==> src/rtl/memx_pkg.sv <==
// Shared types and MemX geometry for the MemX burst controller.
// MemX is two 256x32 halves addressed together, giving one 64-bit word per address.
package memx_pkg;

    typedef enum logic [1:0] {
        IDLE,
        WRITE,
        READ,
        DRAIN
    } memx_state_e;

    localparam int MEMX_AW     = 8;
    localparam int MEMX_DW     = 64;
    localparam int MEMX_HW     = 32;
    localparam int MEMX_MAXLEN = 256;
    localparam int MEMX_LW     = $clog2(MEMX_MAXLEN + 1);

endpackage

==> src/rtl/memx_rd_fifo.sv <==
// Synchronous read-return FIFO with occupancy count.
// A push into a full FIFO is accepted only when a pop happens in the same cycle.
module memx_rd_fifo #(
    parameter int DEPTH  = 4,
    parameter int DATA_W = 64,
    localparam int AW    = (DEPTH > 1) ? $clog2(DEPTH) : 1,
    localparam int CW    = $clog2(DEPTH + 1)
) (
    input  logic              clock,
    input  logic              reset,
    input  logic              push,
    input  logic [DATA_W-1:0] push_data,
    input  logic              pop,
    output logic [DATA_W-1:0] pop_data,
    output logic [CW-1:0]     count
);

    logic [DATA_W-1:0] mem [DEPTH];
    logic [AW-1:0]     wptr;
    logic [AW-1:0]     rptr;
    logic              full;
    logic              empty;
    logic              do_push;
    logic              do_pop;

    function automatic logic [AW-1:0] ptr_inc(input logic [AW-1:0] p);
        return (p == AW'(DEPTH - 1)) ? '0 : p + 1'b1;
    endfunction

    assign full    = (count == CW'(DEPTH));
    assign empty   = (count == '0);
    assign do_pop  = pop && !empty;
    assign do_push = push && (!full || do_pop);

    always_ff @(posedge clock) begin
        if (reset) begin
            wptr  <= '0;
            rptr  <= '0;
            count <= '0;
        end else begin
            if (do_push) wptr <= ptr_inc(wptr);
            if (do_pop)  rptr <= ptr_inc(rptr);
            count <= count + CW'(do_push) - CW'(do_pop);
        end
    end

    always_ff @(posedge clock) begin
        if (do_push) mem[wptr] <= push_data;
    end

    // No bypass: the head is only visible once it has been written.
    assign pop_data = empty ? '0 : mem[rptr];

endmodule

==> src/rtl/memx_burst_ctrl.sv <==
// Burst read/write controller driving the MemX pins; read data returns through
// a credit-limited FIFO so back-pressure on the read stream never overflows it.
module memx_burst_ctrl
    import memx_pkg::*;
#(
    parameter int RD_LAT    = 1,
    parameter int RDQ_DEPTH = 4
) (
    input  logic               clock,
    input  logic               reset,
    input  logic               cmd_valid,
    output logic               cmd_ready,
    input  logic               cmd_write,
    input  logic [MEMX_AW-1:0] cmd_addr,
    input  logic [MEMX_LW-1:0] cmd_len,
    input  logic               wr_valid,
    output logic               wr_ready,
    input  logic [MEMX_DW-1:0] wr_data,
    output logic               rd_valid,
    input  logic               rd_ready,
    output logic [MEMX_DW-1:0] rd_data,
    output logic               busy,
    output logic               done,
    output logic [MEMX_AW-1:0] common_address,
    output logic [MEMX_HW-1:0] Product,
    output logic [MEMX_HW-1:0] C,
    output logic               WrtEnbX,
    output logic               notWrtEnbX,
    input  logic [MEMX_DW-1:0] memX_dataout
);

    localparam int CW = $clog2(RDQ_DEPTH + 1);
    localparam int SW = CW + 1;

    memx_state_e        state;
    logic [MEMX_AW-1:0] addr;
    logic [MEMX_LW-1:0] remaining;
    logic [CW-1:0]      outstanding;
    logic [CW-1:0]      fifo_count;
    logic [RD_LAT-1:0]  rd_vld_p;
    logic [SW-1:0]      credit_used;
    logic               done_q;
    logic               done_pend;
    logic               push;
    logic               pop;
    logic               wr_beat;
    logic               issue;
    logic               drain_done;

    assign push        = rd_vld_p[RD_LAT-1];
    assign rd_valid    = (fifo_count != '0);
    assign pop         = rd_valid && rd_ready;
    assign wr_beat     = wr_valid && wr_ready;
    assign credit_used = SW'(fifo_count) + SW'(outstanding);
    assign issue       = (state == READ) && (credit_used < SW'(RDQ_DEPTH));
    assign busy        = (state != IDLE);

    // The final read handshake is only known from rd_ready, so the drain
    // completion pulse is combined with the registered pulse here.
    assign drain_done = (state == DRAIN) && (outstanding == '0) &&
                        (fifo_count == CW'(1)) && rd_ready;
    assign done       = done_q || drain_done;

    always_ff @(posedge clock) begin
        if (reset) begin
            state          <= IDLE;
            cmd_ready      <= 1'b1;
            wr_ready       <= 1'b0;
            done_q         <= 1'b0;
            done_pend      <= 1'b0;
            addr           <= '0;
            remaining      <= '0;
            outstanding    <= '0;
            rd_vld_p       <= '0;
            common_address <= '0;
            Product        <= '0;
            C              <= '0;
            WrtEnbX        <= 1'b0;
            notWrtEnbX     <= 1'b0;
        end else begin
            WrtEnbX    <= 1'b0;
            notWrtEnbX <= 1'b0;
            done_q     <= done_pend;
            done_pend  <= 1'b0;

            // Capture timing: one stage per cycle of MemX read latency.
            rd_vld_p[0] <= notWrtEnbX;
            for (int i = 1; i < RD_LAT; i++) rd_vld_p[i] <= rd_vld_p[i-1];
            outstanding <= outstanding + CW'(issue) - CW'(push);

            case (state)
                IDLE: begin
                    if (cmd_valid) begin
                        addr      <= cmd_addr;
                        remaining <= cmd_len;
                        if (cmd_len == '0) begin
                            done_q <= 1'b1;
                        end else if (cmd_write) begin
                            state     <= WRITE;
                            cmd_ready <= 1'b0;
                            wr_ready  <= 1'b1;
                        end else begin
                            state     <= READ;
                            cmd_ready <= 1'b0;
                        end
                    end
                end
                WRITE: begin
                    if (wr_beat) begin
                        WrtEnbX        <= 1'b1;
                        common_address <= addr;
                        Product        <= wr_data[MEMX_DW-1:MEMX_HW];
                        C              <= wr_data[MEMX_HW-1:0];
                        addr           <= addr + 1'b1;
                        remaining      <= remaining - 1'b1;
                        if (remaining == MEMX_LW'(1)) begin
                            state     <= IDLE;
                            cmd_ready <= 1'b1;
                            wr_ready  <= 1'b0;
                            done_pend <= 1'b1;
                        end
                    end
                end
                READ: begin
                    if (issue) begin
                        notWrtEnbX     <= 1'b1;
                        common_address <= addr;
                        addr           <= addr + 1'b1;
                        remaining      <= remaining - 1'b1;
                        if (remaining == MEMX_LW'(1)) state <= DRAIN;
                    end
                end
                DRAIN: begin
                    if (drain_done) begin
                        state     <= IDLE;
                        cmd_ready <= 1'b1;
                    end
                end
                default: state <= IDLE;
            endcase
        end
    end

    memx_rd_fifo #(
        .DEPTH  (RDQ_DEPTH),
        .DATA_W (MEMX_DW)
    ) u_rd_fifo (
        .clock     (clock),
        .reset     (reset),
        .push      (push),
        .push_data (memX_dataout),
        .pop       (pop),
        .pop_data  (rd_data),
        .count     (fifo_count)
    );

endmodule

==> config.mk <==
export PLATFORM = sky130hd
export DESIGN_NAME = memx_burst_ctrl
export DESIGN_NICKNAME = d
export VERILOG_FILES = /design/src/rtl/memx_pkg.sv /design/src/rtl/memx_rd_fifo.sv /design/src/rtl/memx_burst_ctrl.sv
export SDC_FILE = /design/constraint.sdc
export NUM_CORES = 1
export LEC_CHECK = 0
export ABC_AREA = 1
export BUFFER_PORTS_ARGS = -buffer_cell sky130_fd_sc_hd__buf_2
export CORE_ASPECT_RATIO = 0.8
export CORE_MARGIN = 2
export CORE_UTILIZATION = 42
export DETAILED_ROUTE_END_ITERATION = 12
export MAX_ROUTING_LAYER = met4
export SLEW_MARGIN = 20
export SYNTH_ARGS = -nofsm -noshare
export SYNTH_HDL_FRONTEND = slang
export SYNTH_SLANG_ARGS = --single-unit
export TNS_END_PERCENT = 10
==> constraint.sdc <==
create_clock -name clock -period 12.8 [get_ports clock]
set_input_delay 2.56 -clock clock [delete_from_list [all_inputs] [get_ports clock]]
set_output_delay 2.56 -clock clock [all_outputs]
set_load 0.02 [all_outputs]
* Word-level counts from Yosys, hierarchy flattened
Memory sizes are Yosys's and may differ from the RTL's. A register that Yosys moved wholly into a read port is not among the register bits.
Index checks and enable logic that the tools add are counted.
** Word-level totals
- Register bits :: 108
- RAM bits :: 256
- Bits of input ports :: 151
- Output and inout bits :: 143
- Word-level logic and storage cells :: 123
- Memories kept :: 1
** Operators by class
- Add/subtract/negate cells :: 9
- $lt $le $gt $ge :: 1
- Equal/unequal tests :: 16
- Mux-type cells :: 45
- Bitwise logic cells :: 3
- Reduce and logical (&&, ||, !) cells :: 31
** Memory list
- u_rd_fifo.mem :: depth 4, bits a word 64, rd ports 1, clocked after Yosys merged registers in 1, wr ports 1, line memx_rd_fifo.sv:18 : logic [DATA_W-1:0] mem [DEPTH];
** Operator list (number)
- $mux W64 :: 1
- $mux W8 :: 5
- $mux W9 :: 3
- $pmux W9 S3 :: 1
- $mux W2 :: 12
- $pmux W8 S3 :: 1
- $mux W1 :: 18
- $pmux W8 S2 :: 1
- $ne A2 B2 Y1 const B :: 7
- $reduce_and A6 Y1 :: 2
- $eq A9 B1 Y1 const B :: 1
- $logic_not A9 Y1 :: 1
- $reduce_bool A3 Y1 :: 3
- $sub A9 B1 Y9 const B :: 1
- $add A8 B1 Y8 const B :: 1
- $eq A2 B2 Y1 const B :: 4
- $logic_and A1 B1 Y1 :: 8
- $pmux W2 S4 :: 1
- $reduce_and A7 Y1 :: 1
- $add A3 B1 Y3 :: 2
- $logic_not A3 Y1 :: 2
- $reduce_bool A2 Y1 :: 3
- $sub A3 B1 Y3 :: 2
- $add A2 B1 Y2 const B :: 2
- 17 further kinds :: 22

* Depth between registers and ports, before layout
Gate-level depths: netlist of run 1.
- Depth after elaboration :: 7
- Mapped depth :: 12
- Gate-level depth less buffers :: 12

* By module
From an unflattened synthesis of run 1, not the netlist that was laid out.
** Unflattened totals
- Cell total of the unflattened synthesis :: 1491
- Area, all modules :: 15025.7 µm²
** By module, submodules not included
- memx_rd_fifo :: times used 1, cells an instance 889, area an instance 10593.9 µm², sequential area each 7867.5 µm²
- memx_burst_ctrl :: times used 1, cells an instance 602, area an instance 4431.8 µm², sequential area each 2021.9 µm²

* Worst setup path before layout of run 1
OpenSTA, ideal clock, no wires.
- Kind :: input to register
- Start :: in rd_ready
- End :: mem u_rd_fifo.mem[0][0], enable pin
- Setup time :: 486 ps
- Arrival :: 5595 ps
- Data required time :: 12314 ps
- Setup slack :: 6719 ps
- Stages on the path :: 5
- Buffers on the path :: 0
- Cell sequence :: inv_1 > nand4_1 > and2_1 > inv_1 > nor2_1
** Between the ends
- Cells in the longest elaborated chain, start to end :: 6
** Ends and longest elaborated chain
- start: declaration :: line memx_burst_ctrl.sv:20 : input logic rd_ready,
- $logic_and A1 B1 Y1 :: line memx_burst_ctrl.sv:52 : assign pop = rd_valid && rd_ready;
- $logic_and A1 B1 Y1 :: line memx_rd_fifo.sv:32 : assign do_pop = pop && !empty;
- $logic_or A1 B1 Y1 :: line memx_rd_fifo.sv:33 : assign do_push = push && (!full || do_pop);
- $logic_and A1 B1 Y1 :: line memx_rd_fifo.sv:33
- net u_rd_fifo.do_push :: line memx_rd_fifo.sv:23 : logic do_push;
- $mux W1 :: line memx_rd_fifo.sv:48 : if (do_push) mem[wptr] <= push_data;
- $mux W1 (implied by the code) :: line memx_rd_fifo.sv:48
- end: declaration :: line memx_rd_fifo.sv:18
The timed path passes the listed nets, and every way through them passes these cells.

==> run_summary.xml, run 1 <==
<?xml version="1.0" encoding="UTF-8"?>
<metrics>
  <group name="power_and_ir_drop">
    <metric name="finalPower" unit="uW">3760</metric>
    <metric name="pwr_density_cell" unit="nW/um^2">212</metric>
    <metric name="p_switching" unit="uW">1400</metric>
    <metric name="power_switching_share" unit="">0.372</metric>
    <metric name="vdd_ir_drop_max" unit="uV">116</metric>
    <metric name="leakage" unit="uW">0.00691</metric>
    <metric name="p_comb_frac" unit="">0.338</metric>
    <metric name="seq_power_share" unit="">0.379</metric>
    <metric name="power.internal" unit="uW">2360</metric>
    <metric name="clock_network_fraction_of_design_power" unit="">0.284</metric>
  </group>
  <group name="floorplan">
    <metric name="die_width" unit="um">213</metric>
    <metric name="rows" unit="">61</metric>
    <metric name="design.die.area" unit="um^2">36500</metric>
    <metric name="initial_util" unit="">0.425</metric>
    <metric name="core_area" unit="um^2">34600</metric>
    <metric name="io-pin-count" unit="">294</metric>
    <metric name="floorplan.die.height" unit="um">171</metric>
  </group>
  <group name="synth">
    <metric name="number_of_nets_produced_by_synthesis" unit="">1576</metric>
    <metric name="synth-edff-count" unit="">256</metric>
    <metric name="synthDistinctLibCells" unit="">36</metric>
    <metric name="synthesis.area" unit="um^2">14700</metric>
    <metric name="synth_ff_type" unit="">sky130_fd_sc_hd__edfxtp_1</metric>
    <metric name="async_reset_ff_frac" unit="">0</metric>
    <metric name="synth-seq-cells" unit="">366</metric>
    <metric name="post_synth_inst_count" unit="">1404</metric>
    <metric name="avgSynthCellArea" unit="um^2">10.5</metric>
    <metric name="seq_area_frac_synth" unit="">0.673</metric>
    <metric name="yosys_warnings" unit="">0</metric>
  </group>
  <group name="clocking">
    <metric name="sinks_on_the_clock_net" unit="">366</metric>
    <metric name="clkSlewWorstSetupHoldPaths" unit="ps">60</metric>
    <metric name="cts_made_buffers" unit="">38</metric>
    <metric name="post_cts_hold_fix_bufs" unit="">0</metric>
    <metric name="postCtsSetupRepairBufs" unit="">0</metric>
    <metric name="cts.root.buffer_cell" unit="">sky130_fd_sc_hd__clkbuf_16</metric>
    <metric name="clkLatencyLatePin" unit="ps">520</metric>
    <metric name="clock_tree_from_tritoncts" unit="">yes</metric>
    <metric name="cts_buffer_depth" unit="">3</metric>
    <metric name="number_of_gates_resized_after_cts" unit="">0</metric>
    <metric name="h_tree_levels" unit="">2</metric>
  </group>
  <group name="critical_path">
    <metric name="timing.critical_path.slowest_cell_delay" unit="ps">690</metric>
    <metric name="end_kind" unit="">output pin</metric>
    <metric name="cp_data_arrival_time" unit="ps">3100</metric>
    <metric name="critical_path.startpoint_type" unit="">flip-flop</metric>
    <metric name="cp_cell_sequence" unit="">inv_2 &gt; buf_4 &gt; o21ai_0 &gt; a21oi_1 &gt; buf_2</metric>
    <metric name="timing.critical_path.required" unit="ps">10240</metric>
    <metric name="critPathMaxFanout" unit="">76</metric>
    <metric name="worst_path_max_delay_cell" unit="">sky130_fd_sc_hd__buf_4</metric>
    <metric name="critical_path_class" unit="">reg2out</metric>
  </group>
  <group name="final_layout">
    <metric name="final_cell_count_no_fill" unit="">2178</metric>
    <metric name="final_layout_size_suffix_gt1_frac" unit="">0.231</metric>
    <metric name="nets" unit="">1839</metric>
    <metric name="finish.instance_area" unit="um^2">17800</metric>
    <metric name="syn_to_final_growth" unit="%">20.8</metric>
  </group>
  <group name="route">
    <metric name="first_pass_iters" unit="">5</metric>
    <metric name="postRouteWirelength" unit="um">34200</metric>
    <metric name="drc" unit="">0</metric>
    <metric name="post_drt_wl_per_cell" unit="um">15.7</metric>
    <metric name="drt_iter0_markers" unit="">654</metric>
    <metric name="dr_total_vias" unit="">10538</metric>
    <metric name="route.detailed.vias_per_inst" unit="">4.84</metric>
    <metric name="final_antenna_net_count" unit="">0</metric>
  </group>
  <group name="placement">
    <metric name="post_dp_cell_area" unit="um^2">16500</metric>
    <metric name="placedCellCount" unit="">2099</metric>
    <metric name="io_buffers" unit="">293</metric>
    <metric name="place.detailed.hpwl" unit="um">20500</metric>
    <metric name="gp_congestion" unit="">0.797</metric>
  </group>
  <group name="sta">
    <metric name="final-hold-violation-count" unit="">0</metric>
    <metric name="worst_slew_pin_slew" unit="ps">903</metric>
    <metric name="layout_min_cycle_time" unit="ps">5660</metric>
    <metric name="fin_worst_skew" unit="ps">7.09</metric>
    <metric name="whs" unit="ps">417</metric>
    <metric name="relative_slew_slack" unit="">0.398</metric>
    <metric name="maxSlewViolCount" unit="">0</metric>
    <metric name="fraction_of_the_cycle_the_final_worst_path_needs" unit="">0.442</metric>
    <metric name="setup_tns" unit="ps">0</metric>
    <metric name="report.final.setup_viol" unit="">0</metric>
    <metric name="grt_setup_unrepaired" unit="">false</metric>
    <metric name="maxClockFrequency" unit="MHz">177</metric>
  </group>
  <group name="global_route">
    <metric name="globalRouteOverflowTotal" unit="">0</metric>
    <metric name="number_of_global_route_vias_before_repair" unit="">10226</metric>
    <metric name="grt_antenna_before_repair" unit="">8</metric>
    <metric name="grt_first_pass_wirelength" unit="um">53400</metric>
    <metric name="grt.total_usage" unit="">0.193</metric>
    <metric name="grt_start_max_net_pins" unit="">108</metric>
  </group>
  <group name="hold_path">
    <metric name="worst_hold_path_type" unit="">reg2reg</metric>
  </group>
  <group name="job">
    <metric name="max_cap_violations" unit="">0</metric>
  </group>
  <group name="run_status">
    <metric name="outcome" unit="">finished clean</metric>
  </group>
</metrics>
[stage by stage]
stage | utilization | setup WS, ps
finish | 0.513 | 7140
global route | 0.513 | 6820
floorplan | - | 6720
global placement | 0.478 | 7130
detailed placement | 0.478 | 7160
CTS | 0.513 | 7090
[cell families (layout without fill, tap and decap cells)]
kind of cell | count (synthesis) | in the layout | share of synthesized area
AND/OR/NAND/NOR | 410 | 410 | 0.111
AO/OA/AOI/OAI | 401 | 401 | 0.140
flip-flops | 366 | 366 | 0.673
buffers and inverters | 205 | 497 | 0.0566
adder cells (fa/ha/maj) | 21 | 21 | 0.0189
XOR/XNOR | 1 | 1 | 0.000596
other | 0 | 10 | 0
[final timing paths]
path / startpoint / endpoint / slack, ps / cells past startpoint
min reg2reg: notWrtEnbX$_SDFF_PP0_ / push$_SDFF_PP0_ / 420 / 2
max: flip-flop / rd_data[57] / 7140 / 5
max reg2reg: u_rd_fifo.count[1]$_SDFF_PP0_ / u_rd_fifo.count[2]$_SDFF_PP0_ / 9930 / 11
min: notWrtEnbX$_SDFF_PP0_ / push$_SDFF_PP0_ / 420 / 2
[cell usage after synthesis (2+ instances only)]
cell type | count | area share
sky130_fd_sc_hd__clkbuf_2 | 3 | 0.0010
sky130_fd_sc_hd__a21oi_1 | 158 | 0.054
sky130_fd_sc_hd__inv_2 | 5 | 0.0013
sky130_fd_sc_hd__a21oi_2 | 5 | 0.0030
sky130_fd_sc_hd__ha_1 | 19 | 0.016
sky130_fd_sc_hd__clkbuf_1 | 39 | 0.010
sky130_fd_sc_hd__nor2_1 | 304 | 0.078
sky130_fd_sc_hd__or2_2 | 4 | 0.0017
sky130_fd_sc_hd__edfxtp_1 | 256 | 0.52
sky130_fd_sc_hd__nand4_1 | 4 | 0.0017
sky130_fd_sc_hd__o21ai_1 | 17 | 0.0058
sky130_fd_sc_hd__o21ai_0 | 215 | 0.073
sky130_fd_sc_hd__nand3_1 | 17 | 0.0058
sky130_fd_sc_hd__inv_1 | 118 | 0.030
sky130_fd_sc_hd__nand2_2 | 2 | 0.00085
sky130_fd_sc_hd__nor3_1 | 2 | 0.00068
sky130_fd_sc_hd__buf_2 | 25 | 0.0085
sky130_fd_sc_hd__nand2_1 | 70 | 0.018
sky130_fd_sc_hd__o21ai_2 | 2 | 0.0012
sky130_fd_sc_hd__buf_1 | 10 | 0.0026
sky130_fd_sc_hd__dfxtp_1 | 110 | 0.15
sky130_fd_sc_hd__nor3_2 | 2 | 0.0014
sky130_fd_sc_hd__buf_6 | 3 | 0.0023
sky130_fd_sc_hd__fa_1 | 2 | 0.0027
[power groups by stage]
stage | Combinational, uW | Sequential [uW] | Clock [uW]
final | 1270 | 1420 | 1070
after global routing | 1430 | 1440 | 1140
after CTS | 1280 | 1420 | 1100
after detailed placement | 1280 | 1450 | 0
after global placement | 1270 | 1450 | 0
after floorplan | 885 | 1450 | 0
[registers in the layout, indices dropped and copies added (netlist names), named ones only]
name	flops
outstanding	3
WrtEnbX	1
common_address	8
addr	8
push	1
wr_ready	1
done_pend	1
notWrtEnbX	1
remaining	9
C	32
u_rd_fifo.wptr	2
cmd_ready	1
u_rd_fifo.rptr	2
state	2
Product	32
u_rd_fifo.count	3
done_q	1
u_rd_fifo.mem	256
[worst max-delay path, delay by kind of cell (launching register included)]
family	cells	cell delay [ps]
flip-flops	1	500
AO/OA/AOI/OAI	2	460
buffers and inverters	3	1560
[layer usage]
metal  vias up  GRT usage  share of wire
met5         -          -              0
met3        41     0.0513          0.067
met1      4933      0.245           0.45
met4         0     0.0480          0.015
met2       255      0.308           0.47
li1       5309          -              -
[cells in the final DEF, fill, tap and decap left out, types with 2 or more instances in the layout]
| master | count |
|---|---|
| sky130_fd_sc_hd__a21oi_1 | 158 |
| sky130_fd_sc_hd__a21oi_2 | 5 |
| sky130_fd_sc_hd__buf_2 | 293 |
| sky130_fd_sc_hd__buf_4 | 11 |
| sky130_fd_sc_hd__bufinv_16 | 2 |
| sky130_fd_sc_hd__clkbuf_1 | 8 |
| sky130_fd_sc_hd__clkbuf_16 | 39 |
| sky130_fd_sc_hd__clkbuf_8 | 4 |
| sky130_fd_sc_hd__clkinv_1 | 8 |
| sky130_fd_sc_hd__clkinv_2 | 4 |
| sky130_fd_sc_hd__dfxtp_1 | 108 |
| sky130_fd_sc_hd__diode_2 | 10 |
| sky130_fd_sc_hd__edfxtp_1 | 256 |
| sky130_fd_sc_hd__fa_1 | 2 |
| sky130_fd_sc_hd__ha_1 | 19 |
| sky130_fd_sc_hd__inv_1 | 118 |
| sky130_fd_sc_hd__inv_2 | 5 |
| sky130_fd_sc_hd__inv_6 | 2 |
| sky130_fd_sc_hd__nand2_1 | 70 |
| sky130_fd_sc_hd__nand2_2 | 2 |
| sky130_fd_sc_hd__nand3_1 | 16 |
| sky130_fd_sc_hd__nand4_1 | 4 |
| sky130_fd_sc_hd__nor2_1 | 299 |
| sky130_fd_sc_hd__nor2_4 | 6 |
| sky130_fd_sc_hd__nor3_1 | 2 |
| sky130_fd_sc_hd__nor3_2 | 2 |
| sky130_fd_sc_hd__o21ai_0 | 215 |
| sky130_fd_sc_hd__o21ai_1 | 17 |
| sky130_fd_sc_hd__o21ai_2 | 2 |
| sky130_fd_sc_hd__or2_2 | 4 |
[final cells by class]
| class | count | area (um^2) |
|---|---|---|
| diodes | 10 | 25.0 |
| flip-flops and latches | 366 | 9890 |
| repair buffers | 304 | 1550 |
| inverters | 124 | 467 |
| fillers | 3132 | 16800 |
| multi-input cells | 833 | 4020 |
| well taps | 472 | 591 |
| clock inverters | 18 | 144 |
| clock buffers | 51 | 1060 |
(Power assumes the default switching activity.)
==> run 2: changes to the inputs <==
==> constraint.sdc (replaced) <==
create_clock -name clock -period 5.4 [get_ports clock]
set_input_delay 1.08 -clock clock [delete_from_list [all_inputs] [get_ports clock]]
set_output_delay 1.08 -clock clock [all_outputs]
set_load 0.02 [all_outputs]
==> run 2 against run 1 <==
Effect of this change: core utilization grew 0.15 points; sequential power up 140%; global-route usage up 0.63 points; power grew 140%; clock power rose by 140%; largest cell class unchanged; setup slack lost 5700 ps; sequential share of layout area is 0.16 points lower; critical endpoint is now rd_data[51]; largest power group unchanged; critical path depth rose by 1.
==> run_summary.xml, run 2 (synthesized netlist as in run 1, its figures left out) <==
<?xml version="1.0" encoding="UTF-8"?>
<metrics>
  <group name="sta">
    <metric name="grt_setup_unrepaired" unit="">false</metric>
    <metric name="maxClockFrequency" unit="MHz">255</metric>
    <metric name="whs" unit="ps">439</metric>
    <metric name="relative_slew_slack" unit="">0.276</metric>
    <metric name="report.final.setup_viol" unit="">0</metric>
    <metric name="setup_tns" unit="ps">0</metric>
    <metric name="fin_worst_skew" unit="ps">15.3</metric>
    <metric name="layout_min_cycle_time" unit="ps">3930</metric>
    <metric name="fraction_of_the_cycle_the_final_worst_path_needs" unit="">0.728</metric>
    <metric name="maxSlewViolCount" unit="">0</metric>
    <metric name="final-hold-violation-count" unit="">0</metric>
    <metric name="worst_slew_pin_slew" unit="ps">1080</metric>
  </group>
  <group name="floorplan">
    <metric name="io-pin-count" unit="">294</metric>
    <metric name="initial_util" unit="">0.425</metric>
    <metric name="rows" unit="">61</metric>
    <metric name="design.die.area" unit="um^2">36500</metric>
    <metric name="floorplan.die.height" unit="um">171</metric>
    <metric name="die_width" unit="um">213</metric>
    <metric name="core_area" unit="um^2">34600</metric>
  </group>
  <group name="clocking">
    <metric name="clkLatencyLatePin" unit="ps">520</metric>
    <metric name="cts_buffer_depth" unit="">3</metric>
    <metric name="cts_made_buffers" unit="">38</metric>
    <metric name="cts.root.buffer_cell" unit="">sky130_fd_sc_hd__clkbuf_16</metric>
    <metric name="clock_tree_from_tritoncts" unit="">yes</metric>
    <metric name="h_tree_levels" unit="">2</metric>
    <metric name="sinks_on_the_clock_net" unit="">366</metric>
    <metric name="clkSlewWorstSetupHoldPaths" unit="ps">60</metric>
    <metric name="postCtsSetupRepairBufs" unit="">0</metric>
    <metric name="number_of_gates_resized_after_cts" unit="">0</metric>
    <metric name="post_cts_hold_fix_bufs" unit="">0</metric>
  </group>
  <group name="critical_path">
    <metric name="critical_path.startpoint_type" unit="">flip-flop</metric>
    <metric name="critPathMaxFanout" unit="">94</metric>
    <metric name="timing.critical_path.required" unit="ps">4320</metric>
    <metric name="crit-reg2reg-launch" unit="">u_rd_fifo.count[1]$_SDFF_PP0_</metric>
    <metric name="end_kind" unit="">output pin</metric>
    <metric name="critical_path_class" unit="">reg2out</metric>
    <metric name="cp_data_arrival_time" unit="ps">2850</metric>
  </group>
  <group name="route">
    <metric name="final_antenna_net_count" unit="">0</metric>
    <metric name="drt_iter0_markers" unit="">654</metric>
    <metric name="route.detailed.vias_per_inst" unit="">4.87</metric>
    <metric name="post_drt_wl_per_cell" unit="um">16.2</metric>
    <metric name="postRouteWirelength" unit="um">35200</metric>
    <metric name="dr_total_vias" unit="">10623</metric>
    <metric name="drc" unit="">0</metric>
    <metric name="first_pass_iters" unit="">5</metric>
  </group>
  <group name="final_layout">
    <metric name="mostFrequentLayoutCells" unit="">299 x sky130_fd_sc_hd__nor2_1, 293 x sky130_fd_sc_hd__buf_2, 256 x sky130_fd_sc_hd__edfxtp_1</metric>
    <metric name="finish.instance_area" unit="um^2">17800</metric>
    <metric name="top_register" unit="">u_rd_fifo.mem</metric>
    <metric name="largest_register_ffs" unit="">256</metric>
    <metric name="nets" unit="">1843</metric>
    <metric name="fillCellCount" unit="">3120</metric>
    <metric name="mostFrequentLayoutCell" unit="">sky130_fd_sc_hd__nor2_1</metric>
    <metric name="regArea" unit="um^2">9890</metric>
    <metric name="final_core_util" unit="">0.515</metric>
    <metric name="multiInputGateArea" unit="um^2">4020</metric>
    <metric name="final_layout_size_suffix_gt1_frac" unit="">0.230</metric>
    <metric name="layout_top_registers" unit="">u_rd_fifo.mem (256), C (32), Product (32)</metric>
    <metric name="syn_to_final_growth" unit="%">21.2</metric>
  </group>
  <group name="global_route">
    <metric name="grt_start_max_net_pins" unit="">95</metric>
    <metric name="grt.total_usage" unit="">0.199</metric>
    <metric name="globalRouteOverflowTotal" unit="">0</metric>
    <metric name="grt_antenna_before_repair" unit="">9</metric>
    <metric name="grt_first_pass_wirelength" unit="um">54900</metric>
    <metric name="number_of_global_route_vias_before_repair" unit="">10343</metric>
  </group>
  <group name="placement">
    <metric name="gp_congestion" unit="">0.795</metric>
    <metric name="post_dp_cell_area" unit="um^2">16600</metric>
    <metric name="io_buffers" unit="">293</metric>
    <metric name="place.detailed.hpwl" unit="um">21800</metric>
  </group>
  <group name="power_and_ir_drop">
    <metric name="p_comb_frac" unit="">0.341</metric>
    <metric name="power.internal" unit="uW">5640</metric>
    <metric name="clock_network_fraction_of_design_power" unit="">0.284</metric>
    <metric name="p_switching" unit="uW">3310</metric>
    <metric name="power_switching_share" unit="">0.370</metric>
    <metric name="leakage" unit="uW">0.00693</metric>
    <metric name="pwr_density_cell" unit="nW/um^2">503</metric>
    <metric name="seq_power_share" unit="">0.375</metric>
    <metric name="vdd_ir_drop_max" unit="uV">277</metric>
    <metric name="finalPower" unit="uW">8950</metric>
  </group>
  <group name="hold_path">
    <metric name="launch_point_of_the_worst_hold_path" unit="">C[23]$_SDFFE_PP0P_</metric>
    <metric name="worst_hold_path_type" unit="">reg2reg</metric>
  </group>
  <group name="job">
    <metric name="max_cap_violations" unit="">0</metric>
  </group>
  <group name="run_status">
    <metric name="outcome" unit="">finished clean</metric>
  </group>
</metrics>
==> run 2: changes by cell type in the layout (fill, tap and decap cells not counted), sizes merged <==
cell      before  now
bufinv         2    3
clkinvlp       2    1
diode         10    9
clkinv        13   11
buf          304  308
clkbuf        51   52
==> run 2: worst max-delay path, stage by stage, from the launching register on <==
cell,delay (ps)
sky130_fd_sc_hd__dfxtp_4,590
sky130_fd_sc_hd__buf_4,830
sky130_fd_sc_hd__nor2_1,110
sky130_fd_sc_hd__nor2_1,120
sky130_fd_sc_hd__o21ai_0,100
sky130_fd_sc_hd__a21oi_1,290
sky130_fd_sc_hd__buf_2,230
==> run 2: path summary, 6_finish.rpt <==
kind,end,slack (ps),cells after the start
worst max-delay path,rd_data[51],1470,6
worst min register to register,C[23]$_SDFFE_PP0P_,440,2
worst min-delay path,C[23]$_SDFFE_PP0P_,440,2
worst max register to register,u_rd_fifo.count[2]$_SDFF_PP0_,2450,11
==> run 2: metrics by stage <==
step | instances | setup slack (ps)
after detailed placement | 2103 | 1950
after CTS | 2171 | 1350
after global placement | 2103 | 1960
after global routing | 2180 | 1110
after floorplan | 1404 | 799
final | 2180 | 1470
==> run 2: layer usage <==
metal	global-route usage	vias up	share of wire
met5	-	-	0
met4	0.0666	0	0.024
met3	0.0509	49	0.076
met2	0.310	304	0.46
met1	0.255	4960	0.44
li1	-	5310	-
==> run 2: cell type report <==
cell class | count | share of cell area
flip-flops and latches | 366 | 0.556
diodes | 9 | 0.00127
clock buffers | 52 | 0.0593
clock inverters | 16 | 0.00843
multi-input cells | 833 | 0.226
well taps | 472 | 0.0332
repair buffers | 308 | 0.0901
inverters | 124 | 0.0261
==> run 2: power by group through the flow <==
stage                     clock, uW  combinational, uW  sequential (uW)
after CTS                      2610               3070             3360
after detailed placement          0               3060             3420
final                          2540               3050             3360
after floorplan                   0               2100             3450
after global placement            0               3030             3410
after global routing           2730               3430             3390
